<file path="config.mk">
export PLATFORM = sky130hd
export DESIGN_NAME = mdu_iterative
export DESIGN_NICKNAME = d
export VERILOG_FILES = /design/src/rtl/mdu_pkg.sv /design/src/rtl/mdu_iterative.sv
export SDC_FILE = /design/constraint.sdc
export NUM_CORES = 1
export LEC_CHECK = 0
export ABC_CLOCK_PERIOD_IN_PS = 3450
export BUFFER_PORTS_ARGS = -buffer_cell sky130_fd_sc_hd__buf_4
export CORE_MARGIN = 1
export CORE_UTILIZATION = 54
export DETAILED_ROUTE_END_ITERATION = 16
export PLACE_DENSITY = 0.76
export SYNTH_ARGS = -nofsm -noshare
export SYNTH_HDL_FRONTEND = slang
export SYNTH_SLANG_ARGS = --single-unit
</file>
<file path="constraint.sdc">
create_clock -name clk -period 3.45 [get_ports clk]
set_clock_uncertainty 0.2 [all_clocks]
set_input_delay 0.345 -clock clk [delete_from_list [all_inputs] [get_ports clk]]
set_output_delay 0.345 -clock clk [all_outputs]
set_load 0.005 [all_outputs]
</file>
<file path="src/rtl/mdu_pkg.sv">
// Shared types and helpers for the iterative RV32M multiply/divide unit.
package mdu_pkg;

  localparam int unsigned XLEN = 32;

  typedef enum logic [2:0] {
    OP_MUL    = 3'b000,
    OP_MULH   = 3'b001,
    OP_MULHSU = 3'b010,
    OP_MULHU  = 3'b011,
    OP_DIV    = 3'b100,
    OP_DIVU   = 3'b101,
    OP_REM    = 3'b110,
    OP_REMU   = 3'b111
  } mdu_op_e;

  typedef enum logic [1:0] {
    ST_IDLE = 2'd0,
    ST_CALC = 2'd1,
    ST_FIX  = 2'd2,
    ST_DONE = 2'd3
  } mdu_state_e;

  function automatic logic is_signed_a(input mdu_op_e op);
    return (op == OP_MUL) || (op == OP_MULH) || (op == OP_MULHSU) ||
           (op == OP_DIV) || (op == OP_REM);
  endfunction

  function automatic logic is_signed_b(input mdu_op_e op);
    return (op == OP_MUL) || (op == OP_MULH) || (op == OP_DIV) || (op == OP_REM);
  endfunction

endpackage

</file>
<file path="src/rtl/mdu_iterative.sv">
// Radix-2 iterative RV32M multiply/divide unit: one bit per clock over magnitudes,
// sign fix-up in a final cycle, early-out for divide-by-zero and signed overflow.
module mdu_iterative #(
  parameter int unsigned XLEN = mdu_pkg::XLEN
) (
  input  logic            clk,
  input  logic            rst,
  input  logic            start,
  input  logic [2:0]      op,
  input  logic [XLEN-1:0] rs1_data,
  input  logic [XLEN-1:0] rs2_data,
  input  logic [4:0]      rd_addr_in,
  output logic            busy,
  output logic            done,
  output logic [XLEN-1:0] result,
  output logic [4:0]      rd_addr_out
);
  import mdu_pkg::*;

  localparam int unsigned CNT_W = $clog2(XLEN);
  localparam logic [XLEN-1:0] MIN_NEG = {1'b1, {(XLEN-1){1'b0}}};

  mdu_state_e        state_q, state_d;
  mdu_op_e           op_q, op_d;
  logic [4:0]        rd_q, rd_d;
  logic              sa_q, sa_d, sb_q, sb_d;
  logic [2*XLEN-1:0] acc_q, acc_d;
  logic [XLEN-1:0]   b_q, b_d;
  logic [CNT_W-1:0]  cnt_q, cnt_d;
  logic [XLEN-1:0]   result_q, result_d;

  // Datapath helpers shared by CALC and FIX
  mdu_op_e           op_in;
  logic              sa_in, sb_in;
  logic [XLEN-1:0]   mag_a, mag_b;
  logic [XLEN:0]     mul_sum, rem_sh, div_diff;
  logic [2*XLEN-1:0] mul_step, div_step, prod_fix;
  logic [XLEN-1:0]   quo_fix, rem_fix;

  always_comb begin
    op_in = mdu_op_e'(op);
    sa_in = is_signed_a(op_in) & rs1_data[XLEN-1];
    sb_in = is_signed_b(op_in) & rs2_data[XLEN-1];
    mag_a = sa_in ? (~rs1_data + 1'b1) : rs1_data;
    mag_b = sb_in ? (~rs2_data + 1'b1) : rs2_data;

    // Multiply: multiplier in the low half shifts out as the product shifts in.
    mul_sum  = acc_q[0] ? ({1'b0, acc_q[2*XLEN-1:XLEN]} + {1'b0, b_q})
                        : {1'b0, acc_q[2*XLEN-1:XLEN]};
    mul_step = {mul_sum, acc_q[XLEN-1:1]};

    // Restoring divide: remainder in the high half, dividend/quotient in the low half.
    rem_sh   = {acc_q[2*XLEN-1:XLEN], acc_q[XLEN-1]};
    div_diff = rem_sh - {1'b0, b_q};
    div_step = {(div_diff[XLEN] ? rem_sh[XLEN-1:0] : div_diff[XLEN-1:0]),
                acc_q[XLEN-2:0], ~div_diff[XLEN]};

    prod_fix = (sa_q ^ sb_q) ? (~acc_q + 1'b1) : acc_q;
    quo_fix  = (sa_q ^ sb_q) ? (~acc_q[XLEN-1:0] + 1'b1) : acc_q[XLEN-1:0];
    rem_fix  = sa_q ? (~acc_q[2*XLEN-1:XLEN] + 1'b1) : acc_q[2*XLEN-1:XLEN];
  end

  always_comb begin
    state_d  = state_q;
    op_d     = op_q;
    rd_d     = rd_q;
    sa_d     = sa_q;
    sb_d     = sb_q;
    acc_d    = acc_q;
    b_d      = b_q;
    cnt_d    = cnt_q;
    result_d = result_q;

    unique case (state_q)
      ST_IDLE: begin
        if (start) begin
          op_d  = op_in;
          rd_d  = rd_addr_in;
          sa_d  = sa_in;
          sb_d  = sb_in;
          cnt_d = '0;
          if (op[2]) begin
            acc_d = {{XLEN{1'b0}}, mag_a};
            b_d   = mag_b;
          end else begin
            acc_d = {{XLEN{1'b0}}, mag_b};
            b_d   = mag_a;
          end
          if (op[2] && (rs2_data == '0)) begin
            result_d = op[1] ? rs1_data : '1;
            state_d  = ST_DONE;
          end else if (op[2] && !op[0] && (rs1_data == MIN_NEG) && (rs2_data == '1)) begin
            result_d = op[1] ? '0 : MIN_NEG;
            state_d  = ST_DONE;
          end else begin
            state_d = ST_CALC;
          end
        end
      end
      ST_CALC: begin
        acc_d = op_q[2] ? div_step : mul_step;
        cnt_d = cnt_q + 1'b1;
        if (cnt_q == CNT_W'(XLEN-1)) state_d = ST_FIX;
      end
      ST_FIX: begin
        unique case (op_q)
          OP_MUL:                      result_d = prod_fix[XLEN-1:0];
          OP_MULH, OP_MULHSU, OP_MULHU: result_d = prod_fix[2*XLEN-1:XLEN];
          OP_DIV, OP_DIVU:             result_d = quo_fix;
          default:                     result_d = rem_fix;
        endcase
        state_d = ST_DONE;
      end
      default: state_d = ST_IDLE;
    endcase
  end

  always_ff @(posedge clk or negedge rst) begin
    if (!rst) begin
      state_q  <= ST_IDLE;
      op_q     <= OP_MUL;
      rd_q     <= '0;
      sa_q     <= 1'b0;
      sb_q     <= 1'b0;
      acc_q    <= '0;
      b_q      <= '0;
      cnt_q    <= '0;
      result_q <= '0;
    end else begin
      state_q  <= state_d;
      op_q     <= op_d;
      rd_q     <= rd_d;
      sa_q     <= sa_d;
      sb_q     <= sb_d;
      acc_q    <= acc_d;
      b_q      <= b_d;
      cnt_q    <= cnt_d;
      result_q <= result_d;
    end
  end

  assign busy        = (state_q != ST_IDLE);
  assign done        = (state_q == ST_DONE);
  assign result      = result_q;
  assign rd_addr_out = rd_q;

endmodule

</file>
==> metrics.txt, run 1 <==
outcome complete, no violations; Worst Path Max Fanout 6; starting density of the core 55.3%; post-route antenna net violation count 0; TritonCTS clock tree yes; PortBufs 113; Mapped Cells 2058; first-pass GRT wire length 95300 um; #FFs+latches synth 145; syn avg cell area 7.50 sq um; gpl congestion 1.08; Worst Path Class, Setup reg2reg; Num CTS Buffers 17; total wire length 63200 um; max frequency 290 MHz; Die Wd 171 um; Area Overhead vs Synth 22.1%; Avg Vias per Cell 6.64; post-detail-place hpwl 49800 um; RR Startpoint acc_q[36]; Synth Net Count 2210; WP data arrival 3.56 ns; Worst slew margin 29.9%; largest net degree at the start of global routing 122; Final Max Slew Viols 0; asr flop ratio synth 100%; Synth Warn # 0; num ports 114; Final nets 2414; placeable core area 0.0279 sq mm; Seq/Total Area, Yosys 23.5%; die area 0.0293 sq mm; initial antenna violation count 8; worst skew pair latency 0.44 ns; Max IR drop VDD 753 uV; 1st-iter DRT viols 2318; Critical Path Start acc_q[36]; Worst setup EP type flop; post-synthesis cell area 0.0154 sq mm; drt drc 0; startpoint types flop; XOR/XNOR share of the synthesized area 10.9%; root buffer cell clkbuf_16; Reg clk slew, reported paths 0.07 ns; Worst EP required 3.56 ns; Top FF cell, synth dfrtp_1; simple-gate share of the synthesized area 18.8%; GRT Overall Usage 43.4%; final hold slack 0.124 ns; Fin. Hold Viols 0; crit share post-route 99.9%; mux cell area share after synthesis 5.22%; Max-Cap Viols 0; Clock Sinks 145; fraction of the mapped netlist area in adder cells 6.34%; worst hold start rs1_data[3]; main combinational cell family by area after synthesis compound AO/OA/AOI/OAI gates; via count 17.6k; Post-synth EDFFs 0; HP Class in2reg; final setup vio count 0; H-tree depth 4; static leakage 8.17 nW; Worst Max-Slew Pin Slew 1.05 ns; vias in the first global route 16.0k; Routed wire per std cell 23.8 um; minimum clock period 3.45 ns; GR Overflow Total 0; die extent in y 171 um; Clock Path Buffers 2; Compound-Gate Fraction of Synth Area 29.7%; Total Neg Setup Slack 0 ns; layout cells sized above 1 21.2%; Synth cell types 80; first-pass detailed-route iteration total 9; num rows 61; P per Cell Area 1120 mW/mm^2
-- logic make-up after synthesis --
family	Yosys count
buffers and inverters	226
flip-flops	145
AND/OR/NAND/NOR	602
adder cells (fa/ha/maj)	77
AO/OA/AOI/OAI	740
XOR/XNOR	192
multiplexers	76
-- cell usage after synthesis, drive strengths merged (4+ instances only) --
| cell type | instances | area, sq um |
|---|---|---|
| a211oi | 42 | 315 |
| a21boi | 8 | 60.1 |
| a21o | 35 | 263 |
| a21oi | 185 | 926 |
| a221o | 6 | 60.1 |
| a221oi | 8 | 70.1 |
| a22o | 6 | 52.6 |
| a22oi | 6 | 45.0 |
| a31o | 4 | 35.0 |
| a31oi | 49 | 307 |
| a32o | 6 | 60.1 |
| and2 | 11 | 68.8 |
| and3 | 17 | 106 |
| buf | 20 | 90.1 |
| clkbuf | 134 | 503 |
| dfrtp | 145 | 3630 |
| ha | 75 | 938 |
| inv | 71 | 267 |
| mux2 | 36 | 405 |
| mux2i | 40 | 400 |
| nand2 | 190 | 721 |
| nand2b | 15 | 93.8 |
| nand3 | 35 | 175 |
| nand3b | 5 | 37.5 |
| nand4 | 16 | 100 |
| nor2 | 174 | 653 |
| nor2b | 14 | 87.6 |
| nor3 | 47 | 257 |
| nor4 | 22 | 171 |
| o211ai | 18 | 135 |
| o21a | 6 | 45.0 |
| o21ai | 238 | 1190 |
| o21bai | 8 | 60.1 |
| o221ai | 8 | 70.1 |
| o22ai | 18 | 119 |
| o311ai | 4 | 35.0 |
| o31ai | 38 | 285 |
| o32ai | 4 | 35.0 |
| o41ai | 23 | 231 |
| or2 | 7 | 43.8 |
| or3 | 20 | 125 |
| or4 | 15 | 120 |
| xnor2 | 83 | 727 |
| xor2 | 109 | 955 |
-- where the power goes --
| group | internal [mW] | total [mW] | switching (mW) | leakage [nW] |
|---|---|---|---|---|
| clock | 1.03 | 1.94 | 0.910 | 0.285 |
| sequential | 2.48 | 3.42 | 0.937 | 1.77 |
| combinational | 6.50 | 15.8 | 9.25 | 6.12 |
-- layer usage --
metal / vias up / share of wire, % / global-route usage (%) / routed length (um)
li1: 7934 / - / - / -
met1: 8299 / 40 / 57.7 / 25000
met2: 1168 / 42 / 64.1 / 26500
met3: 239 / 12 / 12.1 / 7870
met4: 4 / 5.8 / 21.5 / 3660
met5: - / 0.12 / 0 / 74
-- state kept, by name, indices dropped and copies added, names as in the netlist --
name         count
sb_q             1
sa_q             1
state_q          2
b_q             32
rd_addr_out      5
acc_q           64
cnt_q            5
result          32
op_q             3
-- placed cells by master, fill, tap and decap left out, types with 41 or more instances in the layout --
| master | instances |
|---|---|
| a21oi_1 | 178 |
| xor2_1 | 108 |
| xnor2_1 | 83 |
| buf_4 | 321 |
| ha_1 | 70 |
| nor2_1 | 172 |
| a31oi_1 | 48 |
| inv_1 | 69 |
| nand2_1 | 187 |
| nor3_1 | 41 |
| o21ai_0 | 222 |
| dfrtp_1 | 137 |
-- critical path: stages, from the launching register on --
cell and delay, ns:
dfrtp_1 0.39, buf_4 0.16, buf_4 0.19, nor4_1 0.77, nand4_1 0.47, o41ai_1 0.50, xnor2_1 0.17, o22ai_1 0.10
o21ai_0 0.26, a31oi_1 0.12
-- layout make-up --
cell class                      instances  area, sq um
Clock buffer                           17          425
Clock inverter                         15          163
Tap cell                              378          473
Multi-Input combinational cell       1687        11200
Fill cell                            2422         9080
Antenna cell                            4         10.0
Sequential cell                       145         3640
Timing Repair Buffer                  339         2630
Inverter                               72          270
-- worst paths after layout --
kind	slack, ns	depth (start not counted)	endpoint
setup reg to reg	0.003	9	result[29]
max in group asynchronous	1.93	3	b_q[14]
setup / recovery	0.003	9	result[29]
min in group asynchronous	0.21	2	result[12]
hold reg to reg	0.31	1	rd_addr_out[0]
hold / removal	0.12	3	result[3]
-- through the flow --
stage / utilization, % / instance area (sq um) / worst slack [ns] / instances / power (mW)
2_1_floorplan: - / 15400 / 0.00458 / 2058 / 12.5
3_3_place_gp: 63.9 / 17800 / -0.0796 / 2607 / 17.8
3_5_place_dp: 63.9 / 17800 / -0.0910 / 2607 / 17.9
4_1_cts: 66.3 / 18500 / 0.00190 / 2646 / 20.0
5_1_grt: 67.4 / 18800 / -0.0400 / 2653 / 22.4
6_report: 67.5 / 18800 / 0.00336 / 2657 / 21.1
-- timing repair --
action	in CTS	in global routing
setup buffers	0	5
hold buffers	7	0
gates resized for setup	4	79
hold endpoints to repair	46	0
cloned	0	2
pin swaps	0	14
endpoints found under the setup margin	11	47
Note: power is estimated with default switching activity, not from simulation.
==> inputs of run 2 (changes only) <==
- ABC_AREA: not set -> 1
- PLACE_DENSITY: 0.76 -> 0.75
==> run 2 against run 1 <==
Net effect: critical path depth decreased by 2; combinational power increased by 7%; register-to-register slack improved by 0.12 ns; maximum frequency increased by 3.8%; core utilization decreased by 5.8 points; cell count increased by 40%; die area increased by 16%; final area increased by 6.7%; clock power increased by 2%; global-route usage increased by 6.4 points; non-clock buffer count decreased by 151; critical path type unchanged; critical endpoint is now b_q[22]; largest power group unchanged.
==> metrics.txt, run 2 <==
die area 0.0339 sq mm (+16%); most frequent cells in the layout 985 x nand2_1, 399 x inv_1, 359 x nor2_1; top post-synthesis cells by area nand2_1 21%, dfrtp_1 20%, nand3_1 9.0%; PortBufs 113 (unchanged); count leader, synth nand2_1; post-synthesis cell area 0.0179 sq mm (+16%); fraction of the mapped netlist area in adder cells 5.46% (-0.88 points); Synth cell types 53 (-34%); R2R setup slack 0.13 ns (+0.12 ns); PnR Total Power 22.3 mW (+5.8%); first-pass detailed-route iteration total 7 (-2); Synth top area share 20.6% (-2.9 points); HP Class in2reg; die extent in y 184 um (+7.7%); hold_buf cts 6 (-1); Final Max Slew Viols 0 (unchanged); Worst EP required 3.54 ns (-0.02 ns); static leakage 10.4 nW (+27%); FF-to-FF path depth 7 (-2); initial antenna violation count 1 (-7); num ports 114 (unchanged); Max IR drop VDD 754 uV (+0.13%); Synth Net Count 3322 (+50%); post-cts gate resize count 0 (-4); Avg Vias per Cell 6.17 (-7.1%); post-detail-place hpwl 66400 um (+33%); Compound-Gate Fraction of Synth Area 17.1% (-13 points); max frequency 301 MHz (+3.8%); Clock Sinks 145 (unchanged); GRT Overall Usage 49.8% (+6.4 points); crit share post-route 96.3% (-3.6 points); via count 23.0k (+30%); Worst setup EP type flop; Worst Path Class, Setup reg2reg; # placed instances 3683 (+41%); Synth Warn # 0 (unchanged); Synth area leader nand2_1; Num CTS Buffers 17 (unchanged); most common cell after layout, fill and taps aside nand2_1; minimum clock period 3.32 ns (-0.125 ns); Worst slew margin 42.9% (+13 points); Mapped Cells 3170 (+54%); post-route antenna net violation count 0 (unchanged); main combinational cell family by area after synthesis simple AND/OR/NAND/NOR gates; final setup margin 0.128 ns (+0.125 ns); TritonCTS clock tree yes; XOR/XNOR share of the synthesized area 3.51% (-7.4 points); placeable core area 0.0326 sq mm (+17%); postcts setup bufs 0 (unchanged); syn avg cell area 5.66 sq um (-25%); Reg clk slew, reported paths 0.08 ns (about the same); Post-synth top cells 985 x nand2_1, 399 x inv_1, 359 x nor2_1, 324 x nand3_1, 227 x a21oi_1; total wire length 84000 um (+33%); Largest register FFs 64 (unchanged); Clock Path Buffers 2 (unchanged); Final nets 3418 (+42%); drt drc 0 (unchanged); P per Cell Area 1110 mW/mm^2 (-0.83%); vias in the first global route 21.1k (+31%); num rows 66 (+8.2%); pre-CTS WS 0.270 ns (+0.361 ns); Max-Cap Viols 0 (unchanged); Area Overhead vs Synth 12.1%; RSZ-0062 raised after global routing false; first-pass GRT wire length 125000 um (+32%); outcome complete, no violations; mux cell area share after synthesis 0% (-5.2 points); Worst Max-Slew Pin Slew 0.851 ns (-0.200 ns); worst skew pair latency 0.46 ns (+0.02 ns); Seq/Total Area, Yosys 20.2% (-3.3 points); simple-gate share of the synthesized area 42.4% (+24 points); root buffer cell clkbuf_16; layout cells sized above 1 7.90% (-13 points); largest net degree at the start of global routing 71 (-42%); Worst Path Max Fanout 19 (+13); Total Neg Setup Slack 0 ns (unchanged); GR Overflow Total 0 (unchanged); hold path depth 3 (unchanged); final hold slack 0.0248 ns (-0.0997 ns); Post-synth EDFFs 0 (unchanged); non-filler cells, final 3723 (+40%); #FFs+latches synth 145 (unchanged); Top FF cell, synth dfrtp_1; starting density of the core 55.0% (-0.31 points); 1st-iter DRT viols 3825 (+65%); asr flop ratio synth 100% (unchanged); Most flops, register acc_q; WP data arrival 3.41 ns (-0.15 ns); gpl congestion 1.08 (+0.48%); Routed wire per std cell 22.6 um (-5.1%); Die Wd 184 um (+7.7%); Fin. Hold Viols 0 (unchanged); H-tree depth 4 (unchanged); startpoint types flop; final setup vio count 0 (unchanged)
-- run 2: changes by cell type in the layout (fill, tap and decap cells not counted), moves of 34 or more --
cell,change
a211oi_1,-39
nor2_1,+187
a21oi_1,+49
mux2i_1,-39
nand3_1,+289
nand2_1,+798
mux2_2,-35
xor2_1,-56
inv_1,+330
xnor2_1,-65
buf_4,-144
a21o_1,-34
o21ai_0,-50
-- run 2: report_power, final --
part,total [mW],switching [mW],internal (mW)
Clock,1.98,0.998,0.985
Combinational,16.9,11.7,5.17
Sequential,3.47,0.976,2.50
-- run 2: through the flow --
| step | util [%] | instance area [sq um] |
|---|---|---|
| 6_report | 61.6 | 20100 |
| 5_1_grt | 61.6 | 20100 |
| 4_1_cts | 61.6 | 20100 |
| 3_5_place_dp | 59.6 | 19400 |
| 3_3_place_gp | 59.6 | 19400 |
| 2_1_floorplan | - | 17900 |
-- run 2: path summary, 6_finish.rpt --
check / endpoint / from
max: b_q[22] / state_q[0]
min reg2reg: result[2] / result[2]
min in group asynchronous: result[15] / rst
min: op_q[0] / op[0]
max reg2reg: b_q[22] / state_q[0]
max in group asynchronous: acc_q[47] / rst
-- run 2: routing by layer --
metal	share of wire [%]	wire length (um)	up-vias	GRT usage, %
li1	-	-	10500	-
met1	37	30800	10400	60.8
met2	41	34500	1725	73.2
met3	14	11600	370	16.2
met4	8.4	7030	2	35.7
met5	0.16	138	-	3.11
-- run 2: cells by family after synthesis --
kind of cell,Yosys count
adder cells (fa/ha/maj),77
buffers and inverters,520
XOR/XNOR,71
AO/OA/AOI/OAI,547
flip-flops,145
AND/OR/NAND/NOR,1810
-- run 2: worst max-delay path, cell delays in order, from the launching register on --
cell      delay [ns]
dfrtp_1         0.41
inv_1           0.12
ha_1            0.30
nand2_1         0.36
nor2_1          0.19
buf_4           0.20
clkinv_1        0.55
o21ai_0         0.81
-- run 2: cell type report --
| cell class | count | area (sq um) |
|---|---|---|
| Clock inverter | 15 | 180 |
| Tap cell | 442 | 553 |
| Fill cell | 3230 | 12500 |
| Inverter | 409 | 1540 |
| Multi-Input combinational cell | 2505 | 12300 |
| Antenna cell | 2 | 5.00 |
| Sequential cell | 145 | 3630 |
| Clock buffer | 17 | 425 |
| Timing Repair Buffer | 188 | 1480 |
